File: config.mk
export PLATFORM = sky130hd
export DESIGN_NAME = packet_parser
export DESIGN_NICKNAME = d
export VERILOG_FILES = /design/src/rtl/toe_pkg.sv /design/src/rtl/packet_parser.sv
export SDC_FILE = /design/constraint.sdc
export NUM_CORES = 1
export LEC_CHECK = 0
export BUFFER_PORTS_ARGS = -buffer_cell sky130_fd_sc_hd__buf_2
export CORE_AREA = 2 2 203 205
export DETAILED_ROUTE_END_ITERATION = 6
export DIE_AREA = 0 0 205 207
export PLACE_DENSITY = 0.51
export SLEW_MARGIN = 20
export SYNTH_ARGS = -nofsm -noshare
export SYNTH_HDL_FRONTEND = slang
export SYNTH_SLANG_ARGS = --single-unit
File: constraint.sdc
create_clock -name clk -period 8.2 [get_ports clk]
set_input_delay 1.64 -clock clk [delete_from_list [all_inputs] [get_ports clk]]
set_output_delay 1.64 -clock clk [all_outputs]
set_load 0.005 [all_outputs]
File: src/rtl/toe_pkg.sv
// Shared TOE definitions: protocol constants, connection record layout and parser states.
// The packet builder reads records using the same offsets.
package toe_pkg;

    localparam logic [15:0] ETH_TYPE_IPV4 = 16'h0800;
    localparam logic [7:0]  IP_PROTO_TCP  = 8'd6;
    localparam int          REC_WORDS     = 9;

    localparam logic [3:0] REC_VALID      = 4'd0;
    localparam logic [3:0] REC_SEQ        = 4'd1;
    localparam logic [3:0] REC_ACK        = 4'd2;
    localparam logic [3:0] REC_IP_SRC     = 4'd3;
    localparam logic [3:0] REC_IP_DST     = 4'd4;
    localparam logic [3:0] REC_MAC_SRC_HI = 4'd5;
    localparam logic [3:0] REC_MAC_MIX    = 4'd6;
    localparam logic [3:0] REC_MAC_DST_LO = 4'd7;
    localparam logic [3:0] REC_PORTS      = 4'd8;

    typedef enum logic [1:0] {
        ST_IDLE,
        ST_HDR,
        ST_DRAIN,
        ST_WRITE
    } parser_state_e;

    typedef struct packed {
        logic [47:0] mac_dst;
        logic [47:0] mac_src;
        logic [31:0] ip_src;
        logic [31:0] ip_dst;
        logic [15:0] src_port;
        logic [15:0] dst_port;
        logic [31:0] seq;
        logic [31:0] ack;
        logic [7:0]  flags;
    } hdr_fields_t;

    function automatic logic [31:0] rec_word(input logic [3:0] off, input hdr_fields_t h);
        case (off)
            REC_VALID:      rec_word = {1'b1, 23'b0, h.flags};
            REC_SEQ:        rec_word = h.seq;
            REC_ACK:        rec_word = h.ack;
            REC_IP_SRC:     rec_word = h.ip_src;
            REC_IP_DST:     rec_word = h.ip_dst;
            REC_MAC_SRC_HI: rec_word = h.mac_src[47:16];
            REC_MAC_MIX:    rec_word = {h.mac_src[15:0], h.mac_dst[47:32]};
            REC_MAC_DST_LO: rec_word = h.mac_dst[31:0];
            REC_PORTS:      rec_word = {h.src_port, h.dst_port};
            default:        rec_word = 32'h0;
        endcase
    endfunction

endpackage

File: src/rtl/packet_parser.sv
// Receive-side TOE parser: extracts Ethernet/IPv4/TCP header fields from a 32-bit word
// stream and writes a 9-word connection record into the selected RAM slot.
module packet_parser
    import toe_pkg::*;
#(
    parameter int SLOT_STRIDE = 32,
    parameter int HDR_WORDS   = 14
) (
    input  logic        clk,
    input  logic        rst,
    input  logic [31:0] in_data,
    input  logic        in_valid,
    input  logic        in_sop,
    input  logic        in_eop,
    output logic        in_ready,
    input  logic [2:0]  slot,
    output logic [8:0]  ram_addr,
    output logic [31:0] ram_data,
    output logic        ram_wren,
    output logic        pkt_done,
    output logic [15:0] drop_cnt
);

    localparam int         SLOT_SHIFT = $clog2(SLOT_STRIDE);
    localparam logic [3:0] LAST_WORD  = 4'(HDR_WORDS - 1);

    parser_state_e state;
    logic [3:0]    widx;
    logic [3:0]    wcnt;
    logic [3:0]    cur_idx;
    logic [2:0]    slot_q;
    hdr_fields_t   fld;
    logic [15:0]   eth_type;
    logic [3:0]    ip_ver;
    logic [3:0]    ip_ihl;
    logic [7:0]    ip_proto;
    logic          hdr_ok;
    logic          xfer;
    logic          in_frame;
    logic          frame_end;
    logic          accept;
    logic          drop_old;
    logic          drop_new;
    logic [16:0]   drop_sum;
    logic [8:0]    base;

    assign in_ready  = (state != ST_WRITE);
    assign xfer      = in_valid && in_ready;
    assign in_frame  = (state == ST_HDR) || (state == ST_DRAIN);
    assign cur_idx   = in_sop ? 4'd0 : widx;
    assign hdr_ok    = (eth_type == ETH_TYPE_IPV4) && (ip_ver == 4'd4) &&
                       (ip_ihl == 4'd5) && (ip_proto == IP_PROTO_TCP);

    // A non-SOP EOP closes the frame in progress; it is written only if the header was complete.
    assign frame_end = xfer && !in_sop && in_eop && in_frame;
    assign accept    = frame_end && hdr_ok && ((state == ST_DRAIN) || (widx == LAST_WORD));
    assign drop_old  = xfer && in_sop && in_frame;
    assign drop_new  = (frame_end && !accept) || (xfer && in_sop && in_eop);
    assign drop_sum  = {1'b0, drop_cnt} + 17'(drop_old) + 17'(drop_new);
    assign base      = 9'(slot_q) << SLOT_SHIFT;

    // NOTE: capture registers carry no reset; they only hold meaning after an SOP reloads them.
    always_ff @(posedge clk) begin
        if (xfer && (in_sop || state == ST_HDR)) begin
            if (in_sop) slot_q <= slot;
            case (cur_idx)
                4'd0: fld.mac_dst[47:16] <= in_data;
                4'd1: begin
                    fld.mac_dst[15:0]  <= in_data[31:16];
                    fld.mac_src[47:32] <= in_data[15:0];
                end
                4'd2: fld.mac_src[31:0] <= in_data;
                4'd3: begin
                    eth_type <= in_data[31:16];
                    ip_ver   <= in_data[15:12];
                    ip_ihl   <= in_data[11:8];
                end
                4'd5: ip_proto <= in_data[7:0];
                4'd6: fld.ip_src[31:16] <= in_data[15:0];
                4'd7: begin
                    fld.ip_src[15:0]  <= in_data[31:16];
                    fld.ip_dst[31:16] <= in_data[15:0];
                end
                4'd8: begin
                    fld.ip_dst[15:0] <= in_data[31:16];
                    fld.src_port     <= in_data[15:0];
                end
                4'd9: begin
                    fld.dst_port  <= in_data[31:16];
                    fld.seq[31:16] <= in_data[15:0];
                end
                4'd10: begin
                    fld.seq[15:0]  <= in_data[31:16];
                    fld.ack[31:16] <= in_data[15:0];
                end
                4'd11: begin
                    fld.ack[15:0] <= in_data[31:16];
                    fld.flags     <= in_data[7:0];
                end
                default: ;
            endcase
        end
    end

    // NOTE: non-blocking assignments throughout, so every register samples pre-edge values.
    always_ff @(posedge clk) begin
        if (!rst) begin
            state    <= ST_IDLE;
            widx     <= 4'd0;
            wcnt     <= 4'd0;
            ram_wren <= 1'b0;
            ram_addr <= 9'd0;
            ram_data <= 32'd0;
            pkt_done <= 1'b0;
            drop_cnt <= 16'd0;
        end else begin
            ram_wren <= 1'b0;
            pkt_done <= 1'b0;
            drop_cnt <= drop_sum[16] ? 16'hFFFF : drop_sum[15:0];
            case (state)
                ST_WRITE: begin
                    if (wcnt == 4'(REC_WORDS)) begin
                        state <= ST_IDLE;
                    end else begin
                        ram_wren <= 1'b1;
                        ram_addr <= base + 9'(wcnt);
                        ram_data <= rec_word(wcnt, fld);
                        pkt_done <= (wcnt == 4'(REC_WORDS - 1));
                        wcnt     <= wcnt + 4'd1;
                    end
                end
                default: begin
                    if (xfer) begin
                        if (in_sop) begin
                            state <= in_eop ? ST_IDLE : ST_HDR;
                            widx  <= 4'd1;
                        end else if (accept) begin
                            state    <= ST_WRITE;
                            ram_wren <= 1'b1;
                            ram_addr <= base;
                            ram_data <= rec_word(REC_VALID, fld);
                            wcnt     <= 4'd1;
                        end else if (state == ST_HDR) begin
                            if (in_eop)                 state <= ST_IDLE;
                            else if (widx == LAST_WORD) state <= ST_DRAIN;
                            else                        widx  <= widx + 4'd1;
                        end else if (in_eop) begin
                            state <= ST_IDLE;
                        end
                    end
                end
            endcase
        end
    end

endmodule

# Yosys cells after proc, flatten, opt, wreduce, memory -nomap -nowiden
# Index checks and enable logic that the tools add are counted.
[classes] n_reduce_logical=43 add_sub_neg=5 n_bitwise=2 n_mux=38 n_eq_ne=34
[ops] cell="32-bit one-hot mux with 9 select lines" count=1
[ops] cell="32-bit 2-to-1 mux" count=5
[ops] cell="9-bit 2-to-1 mux" count=5
[ops] cell="4-bit 2-to-1 mux" count=11
[ops] cell="4-bit by 3-bit equality test with 1-bit output (second input constant)" count=9
[ops] cell="4-bit equality test (second input constant)" count=7
[ops] cell="2-bit AND reduction" count=12
[ops] cell="2-bit 2-to-1 mux" count=9
[ops] cell="16-bit by 1-bit adder with 17-bit output" count=1
[ops] cell="17-bit by 1-bit adder with 17-bit output" count=1
[ops] cell="16-bit by 12-bit equality test with 1-bit output (second input constant)" count=1
[ops] cell="4-bit by 2-bit equality test with 1-bit output (second input constant)" count=4
[ops] cell="16-bit 2-to-1 mux" count=1
[ops] cell="1-bit logical AND" count=14
[ops] cell="2-bit inequality test (second input constant)" count=6
[ops] cell="5-bit nonzero test" count=2
[ops] cell="8-bit by 4-bit adder with 9-bit output" count=1
[ops] cell="4-bit by 1-bit adder with 4-bit output (second input constant)" count=2
[ops] cell="4-bit by 1-bit equality test with 1-bit output (second input constant)" count=2
[ops] cell="8-bit by 3-bit equality test with 1-bit output (second input constant)" count=1
[ops] cell="4-bit zero test" count=2
[ops] cell="4-bit AND reduction" count=2
[ops] cell="1-bit 2-to-1 mux" count=6
[ops] cell="6-bit AND reduction" count=1
[ops] cell="8 further kinds" count=16
[word_totals] input_bits=40 regBits=368 elab_cells=150 out_inout_bits=60

# Longest topological paths before layout
# Gate-level depths: netlist (run 1).
[logic_depth] depth_word=12 ltp_mapped=14 ltp_nobuf=13

# Worst setup path before layout (run 1)
# No wires, ideal clock.
[synth_path] path_type="input port to flip-flop" start="in in_sop" end="reg drop_cnt[14]" slack_ns=4.164 setup_time_ns=0.132 required_time_ns=8.068 cell_stages=12 arrival_ns=3.904 n_path_buf=1 cell_sequence="buf_6 -> nor2_1 -> nand4_2 -> nor3_1 -> o21ai_0 -> fa_1 -> ha_1 -> nand3_1 -> nor3b_1 -> and2_1 -> a31oi_1 -> nor3_1"
[synth_between] elab_chain_cells=11 word_cells_on_any_way=15 classes_between="2 x add/sub; 1 x mux; 12 x reduce/logical"
[synth_rtl] item="start: declaration" line_no="packet_parser.sv:13" rtl="input logic in_sop,"
[synth_rtl] item="branches (longest 9 deep; another with 16-bit by 1-bit adder with 17-bit output)"
[synth_rtl] item="17-bit by 1-bit adder with 17-bit output (*)" line_no="packet_parser.sv:59" rtl="assign drop_sum = {1'b0, drop_cnt} + 17'(drop_old) + 17'(drop_new);"
[synth_rtl] item="16-bit 2-to-1 mux (*)" line_no="packet_parser.sv:119" rtl="drop_cnt <= drop_sum[16] ? 16'hFFFF : drop_sum[15:0];"
[synth_rtl] item="end signal: assignment" line_no="packet_parser.sv:119"
[synth_rtl] item="end: declaration" line_no="packet_parser.sv:21" rtl="output logic [15:0] drop_cnt"
# Mark *: on every way between the ends.
# A chain may end at the register's enable or synchronous reset.

# Worst setup path in the final report (run 1)
[layout_path] start="reg state[0]" end="reg drop_cnt[13]"
[layout_between] elab_chain_cells=12 word_cells_on_any_way=20 classes_between="2 x add/sub; 3 x eq/ne; 1 x mux; 14 x reduce/logical"
[layout_rtl] item="start: declaration" line_no="packet_parser.sv:27" rtl="parser_state_e state;"
[layout_rtl] item="start signal: assignment" line_no="packet_parser.sv:135" rtl="state <= in_eop ? ST_IDLE : ST_HDR;"
[layout_rtl] item="branches (longest 10 deep; another with 16-bit by 1-bit adder with 17-bit output)"
[layout_rtl] item="17-bit by 1-bit adder with 17-bit output (*)" line_no="packet_parser.sv:59"
[layout_rtl] item="16-bit 2-to-1 mux (*)" line_no="packet_parser.sv:119"
# Marked as above.

==> out/metrics.yaml, run 1 <==
timing:
  final.setup.tns_ps: 0
  rsz0062_at_grt: "no"
  worst_pin_slew_ps: 1060
  worst_clock_skew_ps: 25.9
  slew_headroom: 0.291
  fin_crit_ps: 4090
  setup_viol: 0
  finalWorstSetupSlack_ps: 4110
  max_freq_mhz: 244
  period_share: 0.499
  slew_violations: 0
  hold_viol: 0
synth:
  synthTopCellsByArea: "edfxtp_1, dfxtp_1, a22oi_1"
  yosys_register_bits: 366
  synth_flop_cell: "edfxtp_1"
  synthCells: 937
  syn_avg_cell_area_um2: 14.9
  netlist_area_um2: 14000
  synth_top_cell_area_share: 0.643
  yosys.area.top_type: "edfxtp_1"
  synth_commonest_cells: "edfxtp_1, dfxtp_1, nand2_1"
  synth_enable_flop_cells: 299
  yosysWarnings: 0
  ys_seq_area_frac: 0.740
  yosysMostFrequentCell: "edfxtp_1"
  synthArstFlopShare: 0
  ys_types: 70
layout:
  antenna_cells: 0
  drive_gt1_frac: 0.196
  syn2layout_area_growth_pct: 16.8
  fill_cells: 3804
  fin_nets: 1089
die:
  die-area_um2: 42400
  die_w_um: 205
  pin_count: 100
  initial_core_util: 0.346
  core_area_um2: 40400
  die_h_um: 207
  std_cell_rows: 74
pwr:
  ir_worst_vdd_v: 0.000175
  power_density_nw_per_um2: 233
  cellLeakagePower_nw: 5.41
placed_design:
  gp_congestion: 0.745
  place_ws_ps: 3650
  dp_hpwl_um: 21700
  io_buffer_count: 97
grt:
  grt_max_degree: 41
  grt-ovfl-total: 0
  grt_pass1_wl_um: 56900
  grt_pass1_vias: 8375
  grtUsageTotal: 0.183
  antenna_found_initial: 1
drt:
  vias_per_cell: 5.40
  routedWlPerCell_um: 24.4
  drc: 0
  routed_wl_um: 39000
  first_pass_iters: 5
  vias: 8646
  ant_nets: 0
  drt_iter0_drc: 709
clock_network:
  clkLatencyLatePin_ps: 540
  cts_root_buffer: "clkbuf_16"
  cts_setup_buffers: 0
  ctsResizeCount: 0
  path_clk_slew_ps: 60
  cts_buffers: 39
  cts_sinks: 366
  clk_path_buf_depth: 3
  cts_tree: "built"
  holdBufCountCts: 0
  htreeDepth: 2
setup_path:
  start_kind: "flip-flop"
  arrival_ps: 4550
  end_kind: "flip-flop"
  crit_fanout: 19
  required_ps: 8650
  critical_path_class: "flip-flop to flip-flop"
min_path:
  hold_class: "flip-flop to flip-flop"
run_status:
  status: "complete, no violations"
flow_run:
  drv_cap: 0
-- logic make-up after synthesis --
| kind of cell | Yosys count | synth area share |
|---|---|---|
| adder cells (fa/ha/maj) | 11 | 0.0104 |
| multiplexers | 10 | 0.00717 |
| XOR/XNOR | 11 | 0.00690 |
| AND/OR/NAND/NOR | 223 | 0.0835 |
| flip-flops | 366 | 0.740 |
| AO/OA/AOI/OAI | 240 | 0.126 |
| buffers and inverters | 75 | 0.0263 |
| other | 1 | 0.000269 |
-- worst max-delay path, stage by stage (launching register included) --
cell and delay (ps):
dfxtp_1 340, ha_1 200, buf_4 210, inv_1 520
nand2_1 270, nor2_1 360, nand2_1 90, o21ai_0 120
fa_1 280, ha_1 200, nand3_1 140, nor3b_1 530
nand3_2 330, and3_1 270, nor3_1 150
-- per-layer routing --
layer  vias to the layer above  wire length (um)  share of wire  track usage
li1                       3897                 -              -            -
met5                         -                11        0.00028            0
met2                       307             18300           0.47        0.293
met4                         2               609          0.016       0.0404
met3                        48              2410          0.062       0.0294
met1                      4392             17600           0.45        0.263
-- through the flow --
step | total power [mW] | std cells | hold slack [ps] | area, um^2 | utilization
global placement | 2.13 | 1529 | 436 | 15100 | 0.373
finish | 3.80 | 1600 | 446 | 16300 | 0.404
CTS | 3.83 | 1600 | 452 | 16300 | 0.404
detailed placement | 2.13 | 1529 | 443 | 15100 | 0.373
global route | 3.91 | 1600 | 470 | 16300 | 0.404
floorplan | 2.08 | 938 | 448 | 14000 | -
-- report_power, final --
part           switching (mW)  internal [mW]  total, mW
sequential            0.00398           2.02       2.03
clock                   0.715          0.993       1.71
combinational          0.0485         0.0131     0.0616
-- state kept, by name, indices dropped and copies added, names as in the netlist --
register and flops:
fld 264, widx 4, ram_data 32, pkt_done 1
wcnt 4, ip_proto 8, slot_q 3, ram_wren 1
ip_ihl 4, drop_cnt 16, ip_ver 4, eth_type 16
state 2, ram_addr 7
-- path summary, 6_finish.rpt --
check	cells past startpoint	endpoint	slack, ps	from
setup / recovery	14	drop_cnt[13]$_SDFF_PN0_	4110	state[0]$_SDFFE_PN0P_
hold / removal	2	ram_addr[7]$_SDFFE_PN0P_	450	ram_addr[7]$_SDFFE_PN0P_
setup reg to reg	14	drop_cnt[13]$_SDFF_PN0_	4110	state[0]$_SDFFE_PN0P_
hold reg to reg	2	ram_addr[7]$_SDFFE_PN0P_	450	ram_addr[7]$_SDFFE_PN0P_
-- layout by cell type (no fill, tap or decap), types with 8 or more instances in the layout --
master,netlist,final
ha_1,10,10
a221oi_1,16,16
dfxtp_1,67,66
a21oi_1,33,33
a22o_1,12,12
nand4_1,8,8
clkbuf_1,30,9
nand3_1,41,41
nor3_1,12,12
a31oi_1,10,10
nor2_1,42,32
a22oi_1,61,61
clkbuf_16,0,39
buf_2,20,97
o21ai_0,23,22
a31o_2,10,10
inv_1,11,11
mux2i_1,10,10
clkinv_1,2,10
nor2_4,0,8
o31ai_1,17,17
a311oi_1,9,9
and3_1,12,12
buf_4,6,24
nand2_1,62,62
edfxtp_1,299,299
-- area by class of cell --
| type | instances | area (um^2) | share of cell area |
|---|---|---|---|
| multi-input cells | 497 | 3360 | 0.206 |
| clock buffers | 50 | 1040 | 0.0636 |
| repair buffers | 121 | 666 | 0.0408 |
| clock inverters | 21 | 199 | 0.0122 |
| flip-flops and latches | 366 | 10300 | 0.633 |
| inverters | 13 | 48.8 | 0.00299 |
| well taps | 532 | 666 | 0.0408 |
Note: power is estimated with default switching activity, not from simulation.
==> run 2, diff against run 1 <==
Settings changed: ABC_AREA from default to 1, CORE_AREA 2 2 203 205 to 2 2 210 212, DIE_AREA 0 0 205 207 to 0 0 212 214, PLACE_DENSITY 0.51 to 0.52.
Clock period 8.2 ns to 3.3 ns, I/O delays scaled along.
==> run 2 against run 1 <==
Net effect: area after synthesis rose by 6.9%; die area is 6.9% higher; critical path depth is 4 higher; total power rose to 2.7 times the previous value; clock skew is 3.7 ps lower; highest routed layer unchanged; count of clock-buffer cells in the layout fell by 5; final cell count grew 33%; register-to-register slack got worse by 3700 ps; critical endpoint is now drop_cnt[4]$_SDFF_PN0_.
==> out/metrics.yaml, run 2 <==
placed_design:
  gp_congestion: 0.816
  place_ws_ps: 358
  io_buffer_count: 97
  dp_hpwl_um: 23800
  numPlacedInstances: 2050
die:
  pin_count: 100
  core_area_um2: 42900
  std_cell_rows: 76
  die_w_um: 212
  initial_core_util: 0.348
  die-area_um2: 45400
  die_h_um: 214
drt:
  vias: 10200
  ant_nets: 0
  drc: 0
  drt_iter0_drc: 881
  first_pass_iters: 5
  vias_per_cell: 4.82
  routed_wl_um: 40000
  routedWlPerCell_um: 18.8
timing:
  slew_violations: 0
  rsz0062_at_grt: "no"
  setup_viol: 0
  final.setup.tns_ps: 0
  worst_clock_skew_ps: 22.2
  fin_crit_ps: 2890
  hold_viol: 0
  fin_hold_ws_ps: 274
  worst_pin_slew_ps: 849
  finalWorstSetupSlack_ps: 411
  max_freq_mhz: 346
  slew_headroom: 0.434
  period_share: 0.875
setup_path:
  arrival_ps: 3380
  crit_fanout: 8
  crit_slowest_cell: "dfxtp_1"
  required_ps: 3790
  critical_path_class: "flip-flop to flip-flop"
  end_kind: "flip-flop"
  start_kind: "flip-flop"
  cp_common_cell: "nand2_1"
  cp_slowest_stage_delay_ps: 410
  worstPathCellList: "inv_1 > ha_1 > nand3_1 > nand2_1 > nand2_1 > nor2_1 > nand2_1 > nand2_1 > nand2_1 > fa_1 > ha_1 > nand2_1 > nor2_1 > nand2_1 > nor2_1 > nand2_1 > buf_4 > a21oi_1"
clock_network:
  holdBufCountCts: 0
  cts_setup_buffers: 0
  cts_buffers: 41
  cts_sinks: 366
  htreeDepth: 2
  path_clk_slew_ps: 60
  clkLatencyLatePin_ps: 570
  cts_tree: "built"
  cts_root_buffer: "clkbuf_16"
  clk_path_buf_depth: 3
layout:
  drive_gt1_frac: 0.147
  largest-register: "fld"
  layoutNonFillerInstCount: 2128
  fill_cells: 4078
  syn2layout_area_growth_pct: 18.6
  layout_commonest_cell: "nand2_1"
  reg.largest.list: "fld x264, ram_data x32"
  largest_register_ffs: 264
  fin_nets: 1559
  mostFrequentLayoutCells: "nand2_1, edfxtp_1, nor2_1, buf_2, nand3_1"
pwr:
  total_power_mw: 10.2
  power_density_nw_per_um2: 575
  ir_worst_vdd_v: 0.000353
  cellLeakagePower_nw: 6.98
flow_run:
  drv_cap: 0
grt:
  grt-ovfl-total: 0
  antenna_found_initial: 2
  grt_pass1_vias: 10200
  grtUsageTotal: 0.179
  grt_max_degree: 40
  grt_pass1_wl_um: 61000
synth:
  synthArstFlopShare: 0
  synthTopCellsByArea: "edfxtp_1, nand2_1, dfxtp_1"
  netlist_area_um2: 14900
  synth_commonest_cells: "nand2_1, edfxtp_1, nor2_1"
  ys_types: 29
  syn_avg_cell_area_um2: 10.7
  yosysMostFrequentCell: "nand2_1"
  ys_seq_area_frac: 0.692
  yosys.area.top_type: "edfxtp_1"
  yosysWarnings: 0
  yosys_register_bits: 366
  synth_top_cell_area_share: 0.602
  synthCells: 1398
  synth_enable_flop_cells: 299
  synth_flop_cell: "edfxtp_1"
run_status:
  status: "complete, no violations"
min_path:
  hold_class: "input pin to flip-flop"
[run 2: cell types whose count changed after synthesis, sizes merged, moves of 18 or more]
cell	delta
a22oi	-61
buf	+24
inv	+57
nand2	+392
nand3	+44
nand3b	+32
nand4	+58
nor2	+140
o31ai	-18
[run 2: worst max-delay path, delay by kind of cell, from the launching register on]
family,cells,cell delay (ps)
buffers and inverters,2,290
adders and majority gates,3,600
AOI/OAI and AO/OA,1,140
DFF,1,410
and+or+nand+nor,12,1380
[run 2: cell type report]
class,instances,area [um^2],area share
Tap cell,585,732,0.0414
Antenna cell,2,5.00,0.000283
Clock buffer,45,1040,0.0589
Multi-Input combinational cell,896,4080,0.231
Sequential cell,366,10300,0.584
Clock inverter,31,429,0.0243
Timing Repair Buffer,135,821,0.0464
Inverter,68,255,0.0144
[run 2: cells by family after synthesis]
kind of cell	synth area share
and+or+nand+nor	0.239
other	0.000251
AOI/OAI and AO/OA	0.0141
buffers and inverters	0.0388
xor gates and xnor gates	0.00587
adders and majority gates	0.00973
DFF	0.692
[run 2: power breakdown]
part           internal (mW)  switching [mW]  total [mW]
Combinational         0.0377           0.125       0.163
Sequential              5.03          0.0114        5.04
Clock                   3.07            1.89        4.97
Total                   8.14            2.03        10.2
[run 2: timing repair]
item,CTS,global route
setup endpoints to repair,0,1
endpoints found under the hold margin,0,0
resized for setup,0,1
[run 2: routing by layer]
layer	vias to the layer above	track usage	routed length, um
li1	4962	-	-
met1	4932	0.238	17800
met2	281	0.293	18700
met3	71	0.0369	2370
met4	2	0.0568	1030
met5	-	0	16
[run 2: worst paths after layout]
path / from / end / slack [ps] / depth (start not counted)
min: slot[2] / slot_q[2]$_DFFE_PP_ / 270 / 1
max: widx[1]$_SDFFE_PN0P_ / drop_cnt[4]$_SDFF_PN0_ / 410 / 18
max reg2reg: widx[1]$_SDFFE_PN0P_ / drop_cnt[4]$_SDFF_PN0_ / 410 / 18
min reg2reg: ram_addr[6]$_SDFFE_PN0P_ / ram_addr[6]$_SDFFE_PN0P_ / 480 / 2
[run 2: stage by stage]
step                      utilization  cell area [um^2]
after floorplan                     -             14900
after global placement          0.378             16200
after detailed placement        0.378             16200
after CTS                       0.412             17700
after global routing            0.412             17700
final                           0.412             17700
==> run 3, diff against run 2 <==
Settings changed: GPL_TIMING_DRIVEN from default to 0, PLACE_DENSITY 0.52 to 0.51.
Clock period 3.3 ns to 3.4 ns, I/O delays scaled along.
==> run 3 against run 2 <==
Net effect: largest power group unchanged; critical endpoint is now drop_cnt[15]$_SDFF_PN0_; wire length up 9.3%; total power is 11% lower; global-route usage grew 1.5 points; sequential cell count unchanged; largest cell class unchanged; clock skew fell by 1.1 ps; critical path type unchanged.
==> out/metrics.yaml, run 3 (same netlist as run 2, synthesis figures left out) <==
drt:
  first_pass_iters: 5
  vias_per_cell: 4.84
  wl_met3_um: 2400
  drt_iter0_drc: 750
  drc: 0
  wl_met1_um: 19600
  top_layer: "met4"
  routed_wl_um: 43700
  wl_met2_um: 20000
  vias: 10500
  routedWlPerCell_um: 20.1
  ant_nets: 0
grt:
  grt_pass1_wl_um: 64700
  grt_pass1_vias: 10300
  antenna_found_initial: 0
  grt-ovfl-total: 0
  grtUsageTotal: 0.194
  grt_max_degree: 23
run_status:
  status: "complete, no violations"
layout:
  largest-register: "fld"
  mostFrequentLayoutCells: "nand2_1, edfxtp_1, nor2_1, buf_2, nand3_1"
  reg.largest.list: "fld x264, ram_data x32"
  layout_commonest_cell: "nand2_1"
  layoutNonFillerInstCount: 2170
  fill_cells: 4130
  largest_register_ffs: 264
  fin_area_um2: 17800
  fin_nets: 1604
  postLayoutCoreUtil: 0.414
  syn2layout_area_growth_pct: 19.1
  antenna_cells: 0
  drive_gt1_frac: 0.155
clock_network:
  path_clk_slew_ps: 60
  cts_tree: "built"
  cts_root_buffer: "clkbuf_16"
  htreeDepth: 2
  clk_path_buf_depth: 3
  cts_sinks: 366
  clkLatencyLatePin_ps: 570
  cts_buffers: 41
timing:
  worst_pin_slew_ps: 833
  slew_headroom: 0.445
  worst_clock_skew_ps: 21.1
  setup_viol: 0
  hold_viol: 0
  max_freq_mhz: 319
  period_share: 0.923
  rsz0062_at_grt: "no"
  slew_violations: 0
  fin_crit_ps: 3140
die:
  die_h_um: 214
  core_area_um2: 42900
  std_cell_rows: 76
  die_w_um: 212
  pin_count: 100
  initial_core_util: 0.348
  die-area_um2: 45400
pwr:
  ir_worst_vdd_v: 0.000284
  cellLeakagePower_nw: 7.00
  power_density_nw_per_um2: 512
placed_design:
  dpl_cell_area_um2: 16500
  dp_hpwl_um: 29500
  gp_congestion: 0.833
  io_buffer_count: 97
  numPlacedInstances: 2092
min_path:
  hold_depth: 1
  hold_class: "input pin to flip-flop"
setup_path:
  required_ps: 3850
  start_kind: "flip-flop"
  reg2reg_depth: 20
  arrival_ps: 3590
  critical_path_class: "flip-flop to flip-flop"
  end_kind: "flip-flop"
  crit_fanout: 10
flow_run:
  drv_cap: 0
## run 3: cell types whose count changed in the layout (fill, tap and decap cells not counted), moves of 6 or more
| cell | change |
|---|---|
| clkbuf_1 | +22 |
| buf_16 | +6 |
| bufinv_16 | -10 |
| buf_2 | +37 |
| buf_1 | +13 |
| buf_4 | -27 |
## run 3: layout make-up
| type | instances | area, um^2 | share of cell area |
|---|---|---|---|
| flip-flops and latches | 366 | 10300 | 0.581 |
| well taps | 585 | 732 | 0.0412 |
| clock buffers | 55 | 1090 | 0.0613 |
| repair buffers | 111 | 786 | 0.0442 |
| inverters | 68 | 255 | 0.0144 |
| clock inverters | 20 | 119 | 0.00669 |
| multi-input cells | 896 | 4130 | 0.232 |
| plain buffers | 69 | 332 | 0.0187 |
## run 3: power by group
part	leakage, nW	switching [mW]	internal, mW
sequential	3.24	0.0118	4.88
clock	0.584	1.78	2.26
combinational	3.17	0.128	0.0372
## run 3: critical path, cell delays in order (launching register included)
cell and delay [ps]:
edfxtp_1 360, nor2_1 150, nand2_1 80, nor2_1 320
nand2_1 200, nor2_2 130, nand2_2 90, buf_6 150
buf_4 180, nand2_1 70, nand2_1 70, fa_2 370
ha_2 200, nand2_2 80, nor2_4 60, nand2_2 90
nor2_2 60, nand2_2 100, nand2_1 60, o21ai_0 150
inv_1 60
## run 3: timing repair
action | 4_1_cts | 5_1_grt
resized for setup | 8 | 8
setup buffers | 1 | 2
endpoints found under the setup margin | 16 | 16
pin swaps | 1 | 2
hold buffers | 0 | 0
## run 3: final timing paths
check	from	end	slack, ps
setup / recovery	eth_type[15]$_DFFE_PP_	drop_cnt[15]$_SDFF_PN0_	260
hold / removal	slot[0]	slot_q[0]$_DFFE_PP_	300
setup reg to reg	eth_type[15]$_DFFE_PP_	drop_cnt[15]$_SDFF_PN0_	260
hold reg to reg	ram_addr[2]$_SDFFE_PN0P_	ram_addr[2]$_SDFFE_PN0P_	480
## run 3: metrics by stage
stage,setup TNS [ps],hold WS [ps],setup slack [ps],total power [mW]
2_1_floorplan,0,464,287,5.03
3_3_place_gp,-363380,468,-1660,5.14
3_5_place_dp,-5110,473,-529,5.15
4_1_cts,0,272,58.1,9.17
5_1_grt,0,274,32.5,9.38
6_report,0,295,261,9.09
## run 3: layer usage
metal / global-route usage / up-vias
li1: - / 5044
met2: 0.309 / 304
met3: 0.0369 / 90
met4: 0.0754 / 0
met1: 0.263 / 5070
met5: 0 / -
